[config.mk]
export PLATFORM = sky130hd
export DESIGN_NAME = i2c_reg_slave_flat
export DESIGN_NICKNAME = d
export VERILOG_FILES = /design/src/rtl/i2c_pkg.sv /design/src/rtl/i2c_reg_slave_if.sv /design/src/rtl/i2c_sync_filter.sv /design/src/rtl/i2c_reg_slave.sv /design/src/flat_wrapper.sv
export SDC_FILE = /design/constraint.sdc
export NUM_CORES = 1
export LEC_CHECK = 0
export BUFFER_PORTS_ARGS = -buffer_cell sky130_fd_sc_hd__buf_2
export CORE_MARGIN = 5
export CORE_UTILIZATION = 60
export CTS_CLUSTER_DIAMETER = 200
export DETAILED_ROUTE_END_ITERATION = 6
export PLACE_DENSITY = 0.9
export REMOVE_ABC_BUFFERS = 1
export SYNTH_ARGS = -nofsm -noshare
export SYNTH_HDL_FRONTEND = slang
export SYNTH_HIERARCHICAL = 1
export SYNTH_SLANG_ARGS = --single-unit
[constraint.sdc]
create_clock -name clk -period 3.6 [get_ports clk]
set_input_delay 0.18 -clock clk [delete_from_list [all_inputs] [get_ports clk]]
set_output_delay 0.18 -clock clk [all_outputs]
set_load 0.01 [all_outputs]
[src/rtl/i2c_pkg.sv]
// Shared types and constants for the I2C register target.
package i2c_pkg;

   typedef enum logic [3:0] {
      StIdle,
      StAddr,
      StAddrAck,
      StSub,
      StSubAck,
      StWdata,
      StWdataAck,
      StRdata,
      StRack,
      StIgnore
   } state_e;

   localparam logic       AckBit         = 1'b0;
   localparam logic       NakBit         = 1'b1;
   localparam logic [6:0] I2cAddrDefault = 7'h38;

endpackage

[src/rtl/i2c_reg_slave_if.sv]
// Pin and register-port bundle between the I2C target and the core/pads.
interface i2c_reg_slave_if #(
   parameter int unsigned RegAw = 4
);
   logic             scl_in;
   logic             sda_in;
   logic             sda_oe;
   logic             wr_en;
   logic [RegAw-1:0] wr_addr;
   logic [7:0]       wr_data;
   logic [RegAw-1:0] rd_addr;
   logic [7:0]       rd_data;
   logic             busy;

   modport slave (
      input  scl_in, sda_in, rd_data,
      output sda_oe, wr_en, wr_addr, wr_data, rd_addr, busy
   );

   modport master (
      output scl_in, sda_in, rd_data,
      input  sda_oe, wr_en, wr_addr, wr_data, rd_addr, busy
   );
endinterface

[src/rtl/i2c_sync_filter.sv]
// Two-flop synchronizer plus stable-run glitch filter for one open-drain line.
// Emits the filtered level and single-cycle rise/fall pulses.
module i2c_sync_filter #(
   parameter int unsigned Filt = 2
) (
   input  logic clk,
   input  logic rst_n,
   input  logic pin,
   output logic level,
   output logic rise,
   output logic fall
);
   logic [1:0]      sync_q;
   logic [Filt-1:0] hist_q;
   logic            level_q;
   logic            prev_q;

   // Idle bus is high, so everything resets to 1 to avoid a false edge.
   always_ff @(posedge clk or negedge rst_n) begin
      if (!rst_n) begin
         sync_q  <= '1;
         hist_q  <= '1;
         level_q <= 1'b1;
         prev_q  <= 1'b1;
      end else begin
         sync_q <= {sync_q[0], pin};
         hist_q <= (hist_q << 1) | Filt'(sync_q[1]);
         if (&hist_q) begin
            level_q <= 1'b1;
         end else if (~|hist_q) begin
            level_q <= 1'b0;
         end
         prev_q <= level_q;
      end
   end

   assign level = level_q;
   assign rise  = level_q & ~prev_q;
   assign fall  = ~level_q & prev_q;
endmodule

[src/rtl/i2c_reg_slave.sv]
// I2C target giving byte-wide access to a 2^RegAw register space with
// auto-incrementing sub-address for both writes and reads.
module i2c_reg_slave
   import i2c_pkg::*;
#(
   parameter logic [6:0]  I2cAddr = I2cAddrDefault,
   parameter int unsigned RegAw   = 4,
   parameter int unsigned Filt    = 2
) (
   input  logic           clk,
   input  logic           rst_n,
   input  logic           ena,
   i2c_reg_slave_if.slave bus
);
   logic scl_lvl, scl_rise, scl_fall;
   logic sda_lvl, sda_rise, sda_fall;

   i2c_sync_filter #(.Filt(Filt)) u_scl_filter (
      .clk  (clk),
      .rst_n(rst_n),
      .pin  (bus.scl_in),
      .level(scl_lvl),
      .rise (scl_rise),
      .fall (scl_fall)
   );

   i2c_sync_filter #(.Filt(Filt)) u_sda_filter (
      .clk  (clk),
      .rst_n(rst_n),
      .pin  (bus.sda_in),
      .level(sda_lvl),
      .rise (sda_rise),
      .fall (sda_fall)
   );

   state_e           state_q, state_d;
   logic [2:0]       bit_cnt_q, bit_cnt_d;
   logic [7:0]       shift_q, shift_d;
   logic [RegAw-1:0] ptr_q, ptr_d;
   logic             sda_oe_q, sda_oe_d;
   logic             wr_en_q, wr_en_d;
   logic [RegAw-1:0] wr_addr_q, wr_addr_d;
   logic [7:0]       wr_data_q, wr_data_d;

   logic [7:0] byte_in;
   logic       start_cond, stop_cond, last_bit;

   assign byte_in    = {shift_q[6:0], sda_lvl};
   assign start_cond = sda_fall & scl_lvl;
   assign stop_cond  = sda_rise & scl_lvl;
   assign last_bit   = (bit_cnt_q == 3'd7);

   always_ff @(posedge clk or negedge rst_n) begin
      if (!rst_n) begin
         state_q   <= StIdle;
         bit_cnt_q <= '0;
         shift_q   <= '0;
         ptr_q     <= '0;
         sda_oe_q  <= 1'b0;
         wr_en_q   <= 1'b0;
         wr_addr_q <= '0;
         wr_data_q <= '0;
      end else begin
         state_q   <= state_d;
         bit_cnt_q <= bit_cnt_d;
         shift_q   <= shift_d;
         ptr_q     <= ptr_d;
         sda_oe_q  <= sda_oe_d;
         wr_en_q   <= wr_en_d;
         wr_addr_q <= wr_addr_d;
         wr_data_q <= wr_data_d;
      end
   end

   always_comb begin
      state_d   = state_q;
      bit_cnt_d = bit_cnt_q;
      shift_d   = shift_q;
      ptr_d     = ptr_q;
      sda_oe_d  = sda_oe_q;
      wr_en_d   = 1'b0;
      wr_addr_d = wr_addr_q;
      wr_data_d = wr_data_q;

      if (!ena || stop_cond) begin
         state_d  = StIdle;
         sda_oe_d = 1'b0;
      end else if (start_cond) begin
         state_d   = StAddr;
         bit_cnt_d = '0;
         sda_oe_d  = 1'b0;
      end else begin
         unique case (state_q)
            StIdle: ;
            StAddr, StSub, StWdata: begin
               if (scl_rise) begin
                  shift_d   = byte_in;
                  bit_cnt_d = bit_cnt_q + 3'd1;
                  if (last_bit) begin
                     if (state_q == StAddr) begin
                        state_d = (byte_in[7:1] == I2cAddr) ? StAddrAck : StIgnore;
                     end else if (state_q == StSub) begin
                        ptr_d   = byte_in[RegAw-1:0];
                        state_d = StSubAck;
                     end else begin
                        wr_en_d   = 1'b1;
                        wr_addr_d = ptr_q;
                        wr_data_d = byte_in;
                        ptr_d     = ptr_q + RegAw'(1);
                        state_d   = StWdataAck;
                     end
                  end
               end
            end
            // First SCL fall starts the ACK, the second one ends the 9th clock.
            StAddrAck, StSubAck, StWdataAck: begin
               if (scl_fall) begin
                  if (!sda_oe_q) begin
                     sda_oe_d = ~AckBit;
                  end else if (state_q == StAddrAck && shift_q[0]) begin
                     shift_d  = bus.rd_data;
                     sda_oe_d = ~bus.rd_data[7];
                     state_d  = StRdata;
                  end else begin
                     sda_oe_d = 1'b0;
                     state_d  = (state_q == StAddrAck) ? StSub : StWdata;
                  end
               end
            end
            StRdata: begin
               if (scl_fall) begin
                  shift_d   = {shift_q[6:0], 1'b0};
                  bit_cnt_d = bit_cnt_q + 3'd1;
                  if (last_bit) begin
                     sda_oe_d = 1'b0;
                     state_d  = StRack;
                  end else begin
                     sda_oe_d = ~shift_q[6];
                  end
               end
            end
            // bit_cnt doubles as the "controller ACKed" flag inside RACK.
            StRack: begin
               if (scl_rise) begin
                  if (sda_lvl == NakBit) begin
                     state_d = StIgnore;
                  end else begin
                     ptr_d     = ptr_q + RegAw'(1);
                     bit_cnt_d = 3'd1;
                  end
               end else if (scl_fall && bit_cnt_q == 3'd1) begin
                  shift_d   = bus.rd_data;
                  sda_oe_d  = ~bus.rd_data[7];
                  bit_cnt_d = '0;
                  state_d   = StRdata;
               end
            end
            StIgnore: ;
            default: begin
               state_d  = StIdle;
               sda_oe_d = 1'b0;
            end
         endcase
      end
   end

   assign bus.sda_oe  = sda_oe_q;
   assign bus.wr_en   = wr_en_q;
   assign bus.wr_addr = wr_addr_q;
   assign bus.wr_data = wr_data_q;
   assign bus.rd_addr = ptr_q;
   assign bus.busy    = !(state_q inside {StIdle, StAddr, StIgnore});
endmodule

[src/flat_wrapper.sv]
// flat-port wrapper written by rule: the top's interface ports become plain ports
module i2c_reg_slave_flat import i2c_pkg::*;
#(
   parameter logic [6:0]  I2cAddr = I2cAddrDefault,
   parameter int unsigned RegAw   = 4,
   parameter int unsigned Filt    = 2
)
  (clk, rst_n, ena, bus_scl_in, bus_sda_in, bus_rd_data, bus_sda_oe, bus_wr_en, bus_wr_addr, bus_wr_data, bus_rd_addr, bus_busy);
  i2c_reg_slave_if #(.RegAw(RegAw)) bus_i ();
  input  logic clk;
  input  logic rst_n;
  input  logic ena;
  input wire logic [$bits(bus_i.scl_in)-1:0] bus_scl_in;
  input wire logic [$bits(bus_i.sda_in)-1:0] bus_sda_in;
  input wire logic [$bits(bus_i.rd_data)-1:0] bus_rd_data;
  output wire logic [$bits(bus_i.sda_oe)-1:0] bus_sda_oe;
  output wire logic [$bits(bus_i.wr_en)-1:0] bus_wr_en;
  output wire logic [$bits(bus_i.wr_addr)-1:0] bus_wr_addr;
  output wire logic [$bits(bus_i.wr_data)-1:0] bus_wr_data;
  output wire logic [$bits(bus_i.rd_addr)-1:0] bus_rd_addr;
  output wire logic [$bits(bus_i.busy)-1:0] bus_busy;
  assign bus_i.scl_in = bus_scl_in;
  assign bus_i.sda_in = bus_sda_in;
  assign bus_i.rd_data = bus_rd_data;
  assign bus_sda_oe = bus_i.sda_oe;
  assign bus_wr_en = bus_i.wr_en;
  assign bus_wr_addr = bus_i.wr_addr;
  assign bus_wr_data = bus_i.wr_data;
  assign bus_rd_addr = bus_i.rd_addr;
  assign bus_busy = bus_i.busy;
  i2c_reg_slave #(.I2cAddr(I2cAddr), .RegAw(RegAw), .Filt(Filt)) u_core (.clk(clk), .rst_n(rst_n), .ena(ena), .bus(bus_i));
endmodule
# Word-level counts from Yosys, hierarchy flattened
# Index checks and enable logic that the tools add are counted.
[word_totals]
ff_bits = 44
latch_bits = 0
ram_bits = 0
romBits = 0
input_bits = 13
out_inout_bits = 19
word_cells = 161
memories = 0
[classes]
add_sub_neg = 2
n_mul = 0
div_mod_pow = 0
n_lt_le_gt_ge = 0
n_eq_ne = 41
shift = 0
mux = 60
bitwise = 18
reduce_logical = 24
[ops]
columns = ["cell", "n"]
rows = [
  ["$mux W4", 20],
  ["$mux W7", 7],
  ["$ne A4 B1 Y1 const B", 8],
  ["$pmux W7 S4", 1],
  ["$mux W3", 7],
  ["$mux W1", 20],
  ["$pmux W4 S5", 1],
  ["$eq A4 B3 Y1 const B", 4],
  ["$ne A2 B1 Y1 const B", 8],
  ["$ne A3 B1 Y1 const B", 4],
  ["$ne A2 B2 Y1 const B", 5],
  ["$not A1 Y1", 10],
  ["$reduce_and A10 Y1", 1],
  ["$pmux W3 S3", 1],
  ["$reduce_and A9 Y1", 1],
  ["$eq A4 B2 Y1 const B", 2],
  ["$eq A4 B4 Y1 const B", 2],
  ["$ne A4 B4 Y1 const B", 2],
  ["$pmux W4 S2", 1],
  ["$reduce_and A8 Y1", 1],
  ["$reduce_bool A4 Y1", 2],
  ["$eq A7 B6 Y1 const B", 1],
  ["$reduce_and A7 Y1", 1],
  ["$and A1 B1 Y1", 6],
  ["other kinds (22)", 29],
]

# Depth between registers and ports, before layout
[depth]
ltp_word = 8
mapped_depth = 7
mapped_depth_nobuf = 7

# Hierarchy
# Netlist, hierarchy kept.
[by_module_without_submodules]
columns = ["mod", "n_inst", "cells_each", "area_each_um2", "seq_area_each_um2"]
rows = [
  ["i2c_reg_slave", 1, 202, 2138.3, 800.8],
  ["i2c_sync_filter", 2, 10, 197.7, 157.7],
]

# Worst setup path before layout
# Ideal clock, no wire load.
[synth_timing]
path_kind = "reg-to-reg"
from = "reg u_core.u_sda_filter.level_q (netlist: u_core/u_sda_filter/level)"
to = "reg u_core.wr_addr_q[0] (netlist: u_core/bus.wr_addr[0])"
setup_ns = 0.128
arrival_time_ns = 1.930
t_required_ns = 3.472
setup_slack_ns = 1.543
path_stages_with_launch = 8
n_path_buf = 1
synth_period_minus_slack_ns = 2.057
path_cell_list = "dfstp_2 nor2b_1 o21ai_1 and2_1 nand2_1 nor4_4 buf_4 mux2_1"
[synth_via]
elab_chain_cells = 5
elab_cells_between_ends = 9
classes_between = "bitwise (7); reduce/logical (2)"
[synth_rtl]
columns = ["element", "line", "source"]
rows = [
  ["from (decl)", "i2c_sync_filter.sv:15", "logic level_q;"],
  ["from (signal assigned)", "i2c_sync_filter.sv:23", "level_q <= 1'b1;"],
  ["from (signal assigned)", "i2c_sync_filter.sv:29", "level_q <= 1'b1;"],
  ["from (signal assigned)", "i2c_sync_filter.sv:31", "level_q <= 1'b0;"],
  ["$not A1 Y1", "i2c_sync_filter.sv:39", "assign fall = ~level_q & prev_q;"],
  ["$and A1 B1 Y1", "i2c_sync_filter.sv:39", ""],
  ["net u_core.sda_fall", "i2c_reg_slave.sv:16", "logic sda_lvl, sda_rise, sda_fall;"],
  ["$and A1 B1 Y1", "i2c_reg_slave.sv:49", "assign start_cond = sda_fall & scl_lvl;"],
  ["$not A1 Y1 (no line)", "-", ""],
  ["$reduce_and A7 Y1 (no line)", "-", ""],
  ["to (signal assigned)", "i2c_reg_slave.sv:70", "wr_addr_q <= wr_addr_d;"],
  ["to (decl)", "i2c_reg_slave.sv:42", "logic [RegAw-1:0] wr_addr_q, wr_addr_d;"],
]
# The timed path passes the listed nets, and every way through them passes these cells.
# A chain may end at the register's enable or synchronous reset.

# Final worst setup path
[layout_timing]
from = "reg u_core.u_sda_filter.level_q (netlist: u_core/u_sda_filter/level)"
to = "reg u_core.wr_data_q[2] (netlist: u_core/bus.wr_data[2])"
[layout_via]
elab_chain_cells = 5
elab_cells_between_ends = 9
classes_between = "bitwise (7); reduce/logical (2)"
[layout_rtl]
columns = ["element", "line", "source"]
rows = [
  ["$not A1 Y1", "i2c_sync_filter.sv:39", ""],
  ["$and A1 B1 Y1", "i2c_sync_filter.sv:39", ""],
  ["net u_core.sda_fall", "i2c_reg_slave.sv:16", ""],
  ["$and A1 B1 Y1", "i2c_reg_slave.sv:49", ""],
  ["$not A1 Y1 (no line)", "-", ""],
  ["$reduce_and A7 Y1 (no line)", "-", ""],
  ["to (signal assigned)", "i2c_reg_slave.sv:71", "wr_data_q <= wr_data_d;"],
  ["to (decl)", "i2c_reg_slave.sv:43", "logic [7:0] wr_data_q, wr_data_d;"],
]
# The timed path passes the listed nets, and every way through them passes these cells.

==> out/metrics.yaml <==
routing:
  drt-total-wl_mm: 5.28
  drtPass1Iterations: 5
  drt_first_iter_violations: 258
  viasPerCell: 6.18
  wl_per_cell_um: 17.4
  drc_errors: 0
  num_vias: 1879
  antenna_left: 0
layout:
  area_growth_syn_to_layout_pct: 11.0
  fin_nets: 272
  final_layout_size_suffix_gt1_frac: 0.331
  num_antenna_cells: 0
  post-route-util: 0.693
synth:
  synth_fa_ha_area_frac: 0.0296
  yosysMostFrequentCell: "dfrtp_1"
  synth_area_leaders: "dfrtp_1, dfstp_2, mux2_1, mux2_4, ha_1"
  ys_ff_latch: 44
  synth_top_area_share: 0.316
  ys_top_cells_by_count: "dfrtp_1, nand2_1, mux2_1"
  synth_xor_area_frac: 0.00642
  synthArstFlopShare: 1.00
  syn_area_mm2: 0.00253
  synth_cell_type_count: 67
  synth_flop_cell: "dfrtp_1"
  yosysTopAreaCell: "dfrtp_1"
  netlist_instances: 222
  yosysSeqAreaShare: 0.440
  synth_compound_area_frac: 0.166
  synth_top_family_by_area: "simple AND/OR/NAND/NOR gates"
  synth_edf_count: 0
  synth_mux_area_frac: 0.145
  syn_avg_cell_area_um2: 11.4
  synthSimpleGateAreaFrac: 0.170
  ys_warn_count: 6
clocking:
  cts.clk_slew.worst_paths_ns: 0.09
  clk_latency_ns: 0.30
  cts_sinks: 44
  cts_max_level: 2
  cts_root_buf: "clkbuf_8"
  cts.path.max_buffers: 2
  post_cts_buffers: 0
  cts-buffers-inserted: 5
  cts_tree: "built"
min_path:
  min_path_type: "in2async"
setup_path:
  crit_path_start_kind: "flip-flop"
  critPathArrivalTime_ns: 2.70
  crit_type: "reg2reg"
  cp-end-kind: "flip-flop"
  crit_fanout: 13
  crit_required_ns: 3.79
sta:
  fin_crit_sh: 0.698
  fin_crit_ns: 2.51
  tightestPinTransition_ns: 0.956
  hold_violations: 0
  fmax_mhz: 398
  rsz0062_at_grt: "no"
  finalSetupTns_ns: 0
  final_max_slew_viol_count: 0
  finalSetupViolCount: 0
  skew_ns: 0.0111
  slew_headroom: 0.363
pwr:
  power_w: 0.00175
  powerDensity_mw_per_mm2: 622
  p_leak_nw: 1.28
  ir_worst_vdd_uv: 340
die:
  die_h_um: 75.0
  row_count: 23
  fp.coreArea_mm2: 0.00406
  fp.dieW_um: 75.0
  initial_core_util: 0.624
  die_area_mm2: 0.00562
  pin_count: 32
placement:
  port_buffers: 31
  gp_congestion: 0.931
  detailedPlacementHpwl_mm: 3.59
outcome:
  status: "complete, no violations"
global_routing:
  grt_antenna_before_repair: 0
  grt_overflow: 0
  grt_pass1_vias: 1847
  grtUsageTotal: 0.213
  grt_pass1_wl_mm: 8.98
  grt_max_degree: 45
flow_run:
  maxCapViolCount: 0
## flip-flops by register name, indices dropped and copies added, names as in the netlist, 2 cells and up
register,count
u_core/bus.wr_data,8
u_core/shift_q,7
u_core/bus.rd_addr,4
u_core/bus.wr_addr,4
u_core/state_q,4
u_core/bit_cnt_q,3
u_core/u_scl_filter/hist_q,2
u_core/u_scl_filter/sync_q,2
u_core/u_sda_filter/hist_q,2
u_core/u_sda_filter/sync_q,2
## cells by family (layout without fill, tap and decap cells)
| kind of cell | Yosys count | in the layout |
|---|---|---|
| AND/OR/NAND/NOR | 72 | 72 |
| AO/OA/AOI/OAI | 53 | 53 |
| flip-flops | 44 | 44 |
| multiplexers | 30 | 30 |
| buffers and inverters | 16 | 48 |
| adder cells (fa/ha/maj) | 6 | 6 |
| XOR/XNOR | 1 | 1 |
## repair_timing
item,CTS,global route
endpoints found under the setup margin,0,0
hold endpoints to repair,2,0
gates resized for setup,0,0
hold buffers,2,0
## path summary, 6_finish.rpt
| kind | from | end | slack (ns) | depth (start not counted) |
|---|---|---|---|---|
| min in group clk | ena | u_core/state_q[0]$_DFFE_PN0P_ | 0.19 | 3 |
| setup / recovery | u_core/u_sda_filter/level$_DFFE_PN1P_ | u_core/bus.wr_data[2]$_DFFE_PN0P_ | 1.09 | 6 |
| hold / removal | rst_n | u_core/bus.wr_data[6]$_DFFE_PN0P_ | 0.002 | 1 |
| hold reg to reg | u_core/u_scl_filter/sync_q[0]$_DFF_PN1_ | u_core/u_scl_filter/sync_q[1]$_DFF_PN1_ | 0.36 | 0 |
| max in group asynchronous | rst_n | u_core/bit_cnt_q[1]$_DFFE_PN0P_ | 3.02 | 1 |
| setup reg to reg | u_core/u_sda_filter/level$_DFFE_PN1P_ | u_core/bus.wr_data[2]$_DFFE_PN0P_ | 1.09 | 6 |
## final cells by class
| class | count | area [µm²] |
|---|---|---|
| multi-input cells | 162 | 1310 |
| fillers | 283 | 1250 |
| flip-flops and latches | 44 | 1120 |
| repair buffers | 34 | 183 |
| clock buffers | 7 | 108 |
| well taps | 50 | 62.6 |
| inverters | 6 | 22.5 |
| clock inverters | 1 | 8.76 |
## metrics by stage
stage          hold slack [ns]  worst slack (ns)  instances  cell area, µm²
2_1_floorplan           -0.116              1.24        212            2450
3_3_place_gp             0.286              1.15        294            2680
3_5_place_dp             0.287              1.10        294            2680
4_1_cts                 0.0337              1.08        304            2810
5_1_grt                 0.0824             0.949        304            2810
6_report               0.00194              1.09        304            2810
## layout by cell type (no fill, tap or decap), drive strengths merged, types with 3 or more instances in the layout
master,Yosys,final
mux2i,3,3
buf,10,32
dfstp,12,12
nand2b,6,6
nand2,21,21
ha,6,6
nand3,5,5
inv,6,6
dfrtp,32,32
o21ai,11,11
clkbuf,0,7
mux2,27,27
nor2,15,15
a21oi,10,10
nor3,4,4
nor2b,9,9
a22oi,3,3
a31oi,3,3
## power breakdown
part / leakage [nW] / internal, W / switching, W
Sequential: 0.567 / 0.000568 / 0.000153
Clock: 0.0596 / 0.000199 / 0.000174
Combinational: 0.652 / 0.000311 / 0.000342
Total: 1.28 / 0.00108 / 0.000669
## critical path, stage by stage, from the launching register on
cell and delay, ns:
dfstp_2 0.64, nor2b_1 0.08, o21ai_1 0.17, and2_1 0.23, nand2_1 0.11, nor4_4 0.76
mux2_2 0.42
## metal layers
metal,GRT usage,part of all wire,vias up
met5,0,0,-
met4,0.0830,0.014,0
met3,0.0494,0.070,10
met2,0.332,0.48,78
met1,0.289,0.43,915
li1,-,-,876
(Power assumes the default switching activity.)
